[src/rtl/noc_local_inject_queue_if.sv]
// Tile request channel plus router local-port flit link for the injection queue.
interface noc_local_inject_queue_if #(
  parameter int unsigned FLIT_W = 64
);
  logic              req_valid;
  logic              req_ready;
  logic [7:0]        req_dest_row;
  logic [7:0]        req_dest_col;
  logic [FLIT_W-17:0] req_payload;
  logic [FLIT_W-1:0] flit_out;
  logic              valid_out;
  logic              ready_in;

  // Tile/router side: issues requests and consumes flits.
  modport master (
    output req_valid, req_dest_row, req_dest_col, req_payload, ready_in,
    input  req_ready, flit_out, valid_out
  );

  // Injection queue side.
  modport slave (
    input  req_valid, req_dest_row, req_dest_col, req_payload, ready_in,
    output req_ready, flit_out, valid_out
  );
endinterface

[src/rtl/noc_local_inject_queue.sv]
// Tile-side injection queue: forms dest-tagged flits, drops off-mesh requests and
// feeds a router local port through a first-word fall-through FIFO.
module noc_local_inject_queue #(
  parameter int unsigned ROWS        = 2,
  parameter int unsigned COLS        = 2,
  parameter int unsigned FLIT_W      = 64,
  parameter int unsigned DEPTH       = 4,
  parameter int unsigned STALL_LIMIT = 64,
  localparam int unsigned OccW       = $clog2(DEPTH + 1)
) (
  input  logic                      clk,
  input  logic                      rst,
  noc_local_inject_queue_if.slave   bus,
  input  logic                      flush,
  output logic [OccW-1:0]           occ_o,
  output logic [OccW-1:0]           max_occ_o,
  output logic [15:0]               inj_count_o,
  output logic [7:0]                drop_count_o,
  output logic                      drop_pulse_o,
  output logic                      stall_alarm_o
);
  localparam int unsigned PtrW   = $clog2(DEPTH);
  localparam int unsigned StallW = $clog2(STALL_LIMIT + 1);

  logic [FLIT_W-1:0] mem_q [DEPTH];
  logic [FLIT_W-1:0] mem_d [DEPTH];
  logic [PtrW-1:0]   wr_q, wr_d, rd_q, rd_d;
  logic [OccW-1:0]   occ_q, occ_d, max_q, max_d;
  logic [15:0]       inj_q, inj_d;
  logic [7:0]        drop_q, drop_d;
  logic              pulse_q, pulse_d;
  logic [StallW-1:0] stall_q, stall_d;
  logic              alarm_q, alarm_d;

  logic full, empty, legal, accept, push, pop;

  assign full  = (occ_q == OccW'(DEPTH));
  assign empty = (occ_q == '0);

  assign bus.req_ready = !full && !flush;
  assign bus.valid_out = !empty;
  assign bus.flit_out  = mem_q[rd_q];

  always_comb begin
    legal  = (32'(bus.req_dest_row) < ROWS) && (32'(bus.req_dest_col) < COLS);
    accept = bus.req_valid && bus.req_ready;
    push   = accept && legal;
    pop    = bus.valid_out && bus.ready_in;

    mem_d = mem_q;
    if (push) mem_d[wr_q] = {bus.req_payload, bus.req_dest_row, bus.req_dest_col};

    wr_d = push ? wr_q + 1'b1 : wr_q;
    rd_d = pop  ? rd_q + 1'b1 : rd_q;

    unique case ({push, pop})
      2'b10:   occ_d = occ_q + 1'b1;
      2'b01:   occ_d = occ_q - 1'b1;
      default: occ_d = occ_q;
    endcase

    if (flush) begin
      wr_d  = '0;
      rd_d  = '0;
      occ_d = '0;
    end

    max_d = (occ_d > max_q) ? occ_d : max_q;

    inj_d   = (pop && inj_q != 16'hFFFF) ? inj_q + 1'b1 : inj_q;
    pulse_d = accept && !legal;
    drop_d  = (pulse_d && drop_q != 8'hFF) ? drop_q + 1'b1 : drop_q;

    // Counter saturates at the limit; that is all the alarm needs to see.
    if (flush || pop || empty) begin
      stall_d = '0;
    end else if (stall_q != StallW'(STALL_LIMIT)) begin
      stall_d = stall_q + 1'b1;
    end else begin
      stall_d = stall_q;
    end

    // Registered from the current count, so the alarm trails the counter by one cycle.
    alarm_d = (stall_q >= StallW'(STALL_LIMIT));
  end

  always_ff @(posedge clk) begin
    if (rst) begin
      for (int i = 0; i < int'(DEPTH); i++) mem_q[i] <= '0;
      wr_q    <= '0;
      rd_q    <= '0;
      occ_q   <= '0;
      max_q   <= '0;
      inj_q   <= '0;
      drop_q  <= '0;
      pulse_q <= 1'b0;
      stall_q <= '0;
      alarm_q <= 1'b0;
    end else begin
      mem_q   <= mem_d;
      wr_q    <= wr_d;
      rd_q    <= rd_d;
      occ_q   <= occ_d;
      max_q   <= max_d;
      inj_q   <= inj_d;
      drop_q  <= drop_d;
      pulse_q <= pulse_d;
      stall_q <= stall_d;
      alarm_q <= alarm_d;
    end
  end

  assign occ_o         = occ_q;
  assign max_occ_o     = max_q;
  assign inj_count_o   = inj_q;
  assign drop_count_o  = drop_q;
  assign drop_pulse_o  = pulse_q;
  assign stall_alarm_o = alarm_q;
endmodule

[src/flat_wrapper.sv]
// flat-port wrapper written by rule: the top's interface ports become plain ports
module noc_local_inject_queue_flat 
#(
  parameter int unsigned ROWS        = 2,
  parameter int unsigned COLS        = 2,
  parameter int unsigned FLIT_W      = 64,
  parameter int unsigned DEPTH       = 4,
  parameter int unsigned STALL_LIMIT = 64,
  localparam int unsigned OccW       = $clog2(DEPTH + 1)
)
  (clk, rst, flush, occ_o, max_occ_o, inj_count_o, drop_count_o, drop_pulse_o, stall_alarm_o, bus_req_valid, bus_req_dest_row, bus_req_dest_col, bus_req_payload, bus_ready_in, bus_req_ready, bus_flit_out, bus_valid_out);
  noc_local_inject_queue_if #(.FLIT_W(FLIT_W)) bus_i ();
  input  logic clk;
  input  logic rst;
  input  logic flush;
  output logic [OccW-1:0] occ_o;
  output logic [OccW-1:0] max_occ_o;
  output logic [15:0] inj_count_o;
  output logic [7:0] drop_count_o;
  output logic drop_pulse_o;
  output logic stall_alarm_o;
  input wire logic [$bits(bus_i.req_valid)-1:0] bus_req_valid;
  input wire logic [$bits(bus_i.req_dest_row)-1:0] bus_req_dest_row;
  input wire logic [$bits(bus_i.req_dest_col)-1:0] bus_req_dest_col;
  input wire logic [$bits(bus_i.req_payload)-1:0] bus_req_payload;
  input wire logic [$bits(bus_i.ready_in)-1:0] bus_ready_in;
  output wire logic [$bits(bus_i.req_ready)-1:0] bus_req_ready;
  output wire logic [$bits(bus_i.flit_out)-1:0] bus_flit_out;
  output wire logic [$bits(bus_i.valid_out)-1:0] bus_valid_out;
  assign bus_i.req_valid = bus_req_valid;
  assign bus_i.req_dest_row = bus_req_dest_row;
  assign bus_i.req_dest_col = bus_req_dest_col;
  assign bus_i.req_payload = bus_req_payload;
  assign bus_i.ready_in = bus_ready_in;
  assign bus_req_ready = bus_i.req_ready;
  assign bus_flit_out = bus_i.flit_out;
  assign bus_valid_out = bus_i.valid_out;
  noc_local_inject_queue #(.ROWS(ROWS), .COLS(COLS), .FLIT_W(FLIT_W), .DEPTH(DEPTH), .STALL_LIMIT(STALL_LIMIT)) u_core (.clk(clk), .rst(rst), .bus(bus_i), .flush(flush), .occ_o(occ_o), .max_occ_o(max_occ_o), .inj_count_o(inj_count_o), .drop_count_o(drop_count_o), .drop_pulse_o(drop_pulse_o), .stall_alarm_o(stall_alarm_o));
endmodule
[config.mk]
export PLATFORM = sky130hd
export DESIGN_NAME = noc_local_inject_queue_flat
export DESIGN_NICKNAME = d
export VERILOG_FILES = /design/src/rtl/noc_local_inject_queue_if.sv /design/src/rtl/noc_local_inject_queue.sv /design/src/flat_wrapper.sv
export SDC_FILE = /design/constraint.sdc
export NUM_CORES = 1
export LEC_CHECK = 0
export BUFFER_PORTS_ARGS = -buffer_cell sky130_fd_sc_hd__buf_2
export CAP_MARGIN = 20
export CORE_MARGIN = 2
export CORE_UTILIZATION = 59
export CTS_BUF_LIST = sky130_fd_sc_hd__clkbuf_2
export DETAILED_ROUTE_END_ITERATION = 12
export PLACE_DENSITY = 0.92
export SYNTH_ARGS = -nofsm -noshare
export SYNTH_HDL_FRONTEND = slang
export SYNTH_SLANG_ARGS = --single-unit
[constraint.sdc]
create_clock -name clk -period 3.9 [get_ports clk]
set_input_delay 0.195 -clock clk [delete_from_list [all_inputs] [get_ports clk]]
set_output_delay 0.195 -clock clk [all_outputs]
set_load 0.01 [all_outputs]
==> results.ini, run 1 <==
[synth]
synth_edf_count = 0
postSynthCellCount = 1323
muxShareOfSynthArea = 0.125
seq_area_frac_synth = 0.491
ys_seq_elements = 299
ys.flop_type = dfxtp_1
synth_cell_types = 46
synth_top_family_by_area = simple AND/OR/NAND/NOR gates
syn_nets = 1405
yosys.area_share.simple = 0.210
syn_avg_cell_area_um2 = 9.22
synthesis.area_um2 = 12200
synth_compound_area_frac = 0.0973
yosys_warnings = 0
async_reset_ff_frac = 0
synth_xor_area_frac = 0.0144
synthAdderAreaFrac = 0.0140

[timing]
setup_slack_ns = 0.174
maxSlewViolCount = 0
rsz0062_at_grt = false
worstMarginPinSlew_ns = 1.05
timing.setup.tns_ns = 0
post-route-min-period_ns = 3.73
period_share = 0.955
hold_viol_final = 0
slew_headroom = 0.301
setup_viol = 0
fmax_ghz = 0.268
fin_hold_ws_ns = 0.105
clock_skew_ns = 0.0796

[global_routing]
gr-total-overflow = 0
grtUsageMet3 = 0.0599
grt_max_degree = 137
grtUsageMet2 = 0.513
met1_usage = 0.350
grt_pass1_wl_um = 52500
antenna_found_initial = 2
grt.busiest_layer = met2
grt_pass1_vias = 11000
grtUsageTotal = 0.296

[clock_network]
clock-sinks = 299
clock_latency_ns = 0.82
tritoncts = built
cts_buffers = 73
ctsHtreeMaxLevel = 3
cts_buffer_depth = 3
clk_pin_slew_ns = 0.11
cts.root.buffer_cell = clkbuf_2

[worst_hold_path]
hold_end = u_core.wr_q[1]$_SDFFE_PP0P_
min-delay-start = bus_req_dest_row[3]
min_path_type = in2reg
whs_path_depth = 7

[critical_path]
critPathLaunchType = flop
r2r-start = u_core.occ_o[0]$_SDFF_PP0_
regToRegEndpoint = u_core.max_occ_o[1]$_SDFFE_PP0N_
rrSetupSlack_ns = 0.17
cp-end-kind = flop
arrival_ns = 4.38
ff2ff_path_depth = 13
cp.required_ns = 4.56
critPathMaxFanout = 6
crit_type = reg2reg

[power_and_ir_drop]
power_density_nw_per_um2 = 369
p_leak_nw = 5.37
vdd_drop_max_mv = 0.220

[place]
dp_slack_ns = 0.103
dp_hpwl_um = 18200
io_buffers = 166
place.gp.congestion = 0.806
placedCellCount = 1684
place_area_um2 = 13000

[final_layout]
syn_to_final_growth_pct = 17.0
final_cell_area_um2 = 14300
fin_cells = 1868
ff_latch_area_um2 = 5990
final.fill_count = 1446
multi_input_area_um2 = 5650
drive_above_1_share = 0.235
nets = 1634

[floorplanning]
rows = 52
boundaryPins = 167
core_um2 = 20200
initial_core_util = 0.603
fp.dieH_um = 148
dieArea_um2 = 21800
chipWidth_um = 148

[drt]
postRouteAntennaNets = 0
dr.pass1.iters = 5
wl_um = 31900
routedWlPerCell_um = 17.1
vias_per_cell = 5.68
vias = 10600
first_iter_violations = 889
drc = 0

[status]
status = complete, no violations

[run]
maxCapViolCount = 0

==> per-layer routing <==
metal  vias up  share of wire
li1       4960              -
met3       110          0.074
met2       506           0.51
met1      5033           0.38
met4         0          0.034
met5         -              0
==> cell type report <==
cell class,count,share of cell area
clock buffer,100,0.0351
antenna,2,0.000351
inverter,14,0.00368
timing repair buffer,244,0.112
clock inverter,19,0.00903
tap,270,0.0237
multi-input combinational,920,0.396
sequential,299,0.420
==> through the flow <==
step                total power [mW]   util
finish                          5.26  0.705
floorplan                       3.18      -
detailed placement              3.25  0.642
global route                    5.46  0.705
global placement                3.25  0.642
CTS                             5.30  0.705
==> worst max-delay path, stage by stage, from the launching register on <==
cell,delay (ns)
dfxtp_1,0.51
nor3b_2,0.13
nor4_4,0.29
and2_1,0.19
inv_1,0.06
ha_1,0.22
fa_1,0.41
xnor2_1,0.15
or3_1,0.30
a21oi_1,0.27
ha_1,0.30
a32oi_1,0.40
mux2i_1,0.26
nor2_1,0.06
==> layout by cell type (no fill, tap or decap), types with 4 or more instances in the layout <==
master / instances
nand4_1: 4
nand3_2: 4
nand3_1: 12
a21oi_1: 213
xor2_1: 7
and3_1: 4
or3_1: 9
xnor2_1: 13
clkbuf_2: 100
or4_1: 4
nor2_1: 39
dfxtp_1: 297
nor2b_1: 5
nand2_1: 409
and3_2: 4
buf_4: 13
mux4_2: 64
mux2i_1: 6
nor3_1: 8
inv_1: 14
and2_1: 57
buf_2: 165
nor4_1: 4
ha_1: 12
o21ai_0: 7
nor2_2: 5
dlygate4sd3_1: 63
clkinv_1: 14
==> Yosys cell counts (2+ instances only) <==
cell / instances / share of area
nand2_1: 409 / 0.13
dfxtp_1: 299 / 0.49
a21oi_1: 213 / 0.087
mux4_2: 64 / 0.12
and2_1: 57 / 0.029
clkbuf_1: 52 / 0.016
nor2_1: 39 / 0.012
buf_6: 24 / 0.022
nand3_1: 16 / 0.0066
inv_1: 14 / 0.0043
xnor2_1: 13 / 0.0093
ha_1: 12 / 0.012
or3_1: 9 / 0.0046
and3_1: 8 / 0.0041
nor3_1: 8 / 0.0033
o21ai_0: 7 / 0.0029
xor2_1: 7 / 0.0050
mux2i_1: 6 / 0.0049
buf_1: 5 / 0.0015
buf_4: 5 / 0.0031
nor2_2: 5 / 0.0026
nor2b_1: 5 / 0.0026
buf_2: 4 / 0.0016
nand4_1: 4 / 0.0021
nor4_1: 4 / 0.0021
or4_1: 4 / 0.0025
and4_1: 3 / 0.0022
nor4b_1: 3 / 0.0022
or2_2: 3 / 0.0015
a211oi_1: 2 / 0.0012
a31oi_1: 2 / 0.0010
nor3b_1: 2 / 0.0012
o31ai_1: 2 / 0.0012
==> flip-flops by register name, summed over array words and instances (netlist names), 2 cells and up <==
name and cells:
u_core.mem_q 256, u_core.occ_o 3, u_core.inj_count_o 16, u_core.rd_q 2, u_core.max_occ_o 3, u_core.drop_count_o 8, u_core.stall_q 7, u_core.wr_q 2
==> worst max-delay path by stage <==
| stage | slack [ns] | endpoint | from |
|---|---|---|---|
| after global placement | 0.23 | u_core.max_occ_o[2]$_SDFFE_PP0N_ | bus_req_dest_col[1] |
| after floorplan | 0.39 | u_core.max_occ_o[0]$_SDFFE_PP0N_ | u_core.occ_o[0]$_SDFF_PP0_ |
| after global routing | 0.01 | u_core.max_occ_o[1]$_SDFFE_PP0N_ | u_core.occ_o[0]$_SDFF_PP0_ |
| after detailed placement | 0.10 | u_core.max_occ_o[1]$_SDFFE_PP0N_ | bus_req_dest_col[1] |
| final | 0.17 | u_core.max_occ_o[1]$_SDFFE_PP0N_ | u_core.occ_o[0]$_SDFF_PP0_ |
| after CTS | 0.09 | u_core.max_occ_o[1]$_SDFFE_PP0N_ | u_core.occ_o[1]$_SDFF_PP0_ |
==> cell families after synthesis <==
kind of cell | after synthesis
AO/OA/AOI/OAI | 230
XOR/XNOR | 20
adder cells (fa/ha/maj) | 13
buffers and inverters | 104
flip-flops | 299
multiplexers | 72
AND/OR/NAND/NOR | 585
==> repair_timing <==
action                                  in CTS  in global routing
endpoints found under the setup margin       0                  3
hold buffers                                63                  0
gates resized for setup                      0                  2
buffers inserted                             0                  0
hold endpoints to repair                   239                  0
==> power breakdown <==
part,internal [mW],switching [mW]
Clock,0.816,1.21
Sequential,3.05,0.00201
Combinational,0.0758,0.103
Total,3.94,1.32
No activity file was read; power rests on OpenSTA's default activity.
==> inputs of run 2 (changes only) <==
==> constraint.sdc (replaced) <==
create_clock -name clk -period 3.9 [get_ports clk]
set_input_delay 0.39 -clock clk [delete_from_list [all_inputs] [get_ports clk]]
set_output_delay 0.39 -clock clk [all_outputs]
set_load 0.01 [all_outputs]
==> results.ini, run 2 (synthesized netlist as in run 1, its figures left out) <==
[clock_network]
cts_buffers = 75
clock-sinks = 299
ctsHtreeMaxLevel = 3
cts.root.buffer_cell = clkbuf_2
clk_pin_slew_ns = 0.09
tritoncts = built
cts_buffer_depth = 3
clock_latency_ns = 0.83

[drt]
routedWlPerCell_um = 16.9
vias = 10600
postRouteAntennaNets = 0
first_iter_violations = 828
dr.pass1.iters = 7
wl_um = 31500
drc = 0
vias_per_cell = 5.66

[timing]
clock_skew_ns = 0.0383
period_share = 0.941
setup_viol = 0
maxSlewViolCount = 0
worstMarginPinSlew_ns = 1.06
slew_headroom = 0.296
post-route-min-period_ns = 3.67
fmax_ghz = 0.272
hold_viol_final = 0
timing.setup.tns_ns = 0

[floorplanning]
fp.dieH_um = 148
dieArea_um2 = 21800
core_um2 = 20200
rows = 52
boundaryPins = 167
initial_core_util = 0.603
chipWidth_um = 148

[critical_path]
critPathMaxFanout = 6
regToRegEndpoint = u_core.max_occ_o[1]$_SDFFE_PP0N_
cp.required_ns = 4.54
rrSetupSlack_ns = 0.23
cp-end-kind = flop
arrival_ns = 4.31
ff2ff_path_depth = 13
critPathLaunchType = flop
crit_type = reg2reg
r2r-start = u_core.occ_o[1]$_SDFF_PP0_

[final_layout]
final_cell_area_um2 = 14200
final_cell_mix = nand2_1, dfxtp_1, a21oi_1
drive_above_1_share = 0.243
largest_reg_flops = 256
largest-register = u_core.mem_q
final_common_cell = nand2_1
syn_to_final_growth_pct = 16.8
nets = 1628

[worst_hold_path]
min_path_type = in2reg
hold_end = u_core.drop_pulse_o$_SDFF_PP0_
min-delay-start = bus_req_valid
whs_path_depth = 5

[power_and_ir_drop]
vdd_drop_max_mv = 0.212
power_density_nw_per_um2 = 377
p_leak_nw = 5.38
p_total_mw = 5.37

[place]
place.gp.congestion = 0.852
dp_hpwl_um = 18300
io_buffers = 166
place_area_um2 = 13000

[global_routing]
grtUsageTotal = 0.289
gr-total-overflow = 0
grt_pass1_vias = 10900
antenna_found_initial = 1
grt_pass1_wl_um = 51200
grt_max_degree = 140

[run]
maxCapViolCount = 0

[status]
status = complete, no violations

[run 2: timing repair]
| action | in CTS | in global routing |
|---|---|---|
| endpoints found under the setup margin | 0 | 2 |
| hold endpoints to repair | 214 | 0 |
| setup buffers | 0 | 0 |
| hold buffers | 52 | 0 |
| gates resized for setup | 0 | 2 |
[run 2: power breakdown]
group,total (mW),switching [mW],internal (mW)
registers,3.05,0.00188,3.05
logic,0.173,0.100,0.0729
clock network,2.15,1.21,0.934
[run 2: critical path, cell delays in order, from the launching register on]
cell,delay [ns]
dfxtp_1,0.48
nor3b_2,0.13
nor4_4,0.32
and2_1,0.23
inv_1,0.06
ha_1,0.21
fa_1,0.38
xnor2_1,0.15
or3_1,0.31
a21oi_1,0.25
ha_1,0.30
a32oi_1,0.39
mux2i_1,0.23
nor2_1,0.06
[run 2: routing by layer]
| metal | global-route usage | routed length (um) |
|---|---|---|
| met5 | 0 | 0 |
| met4 | 0.156 | 1000 |
| met3 | 0.0571 | 2300 |
| met2 | 0.511 | 16300 |
| met1 | 0.331 | 11900 |
[run 2: worst max-delay path by stage]
stage | from | end | depth (start not counted)
after global placement | bus_req_dest_col[1] | u_core.max_occ_o[2]$_SDFFE_PP0N_ | 14
final | u_core.occ_o[1]$_SDFF_PP0_ | u_core.max_occ_o[1]$_SDFFE_PP0N_ | 13
after floorplan | bus_req_dest_col[1] | u_core.max_occ_o[0]$_SDFFE_PP0N_ | 13
after detailed placement | bus_req_dest_col[1] | u_core.max_occ_o[1]$_SDFFE_PP0N_ | 14
after CTS | u_core.occ_o[0]$_SDFF_PP0_ | u_core.max_occ_o[1]$_SDFFE_PP0N_ | 13
after global routing | u_core.occ_o[0]$_SDFF_PP0_ | u_core.max_occ_o[1]$_SDFFE_PP0N_ | 13
[run 2: per-stage QoR]
step,hold WS (ns),util,worst slack (ns),instances
3_3_place_gp,0.434,0.644,0.0264,1687
6_report,0.143,0.704,0.229,1865
2_1_floorplan,0.424,-,0.196,1323
5_1_grt,0.135,0.704,-0.00225,1865
3_5_place_dp,0.441,0.644,0.00737,1687
4_1_cts,0.0799,0.704,0.252,1864
[run 2: layout make-up]
cell class	count	area, um2
Clock inverter	16	140
Tap cell	270	338
Fill cell	1452	5980
Antenna cell	1	2.50
Sequential cell	299	5990
Multi-Input combinational cell	920	5650
Timing Repair Buffer	236	1530
Inverter	14	52.6
Clock buffer	109	546
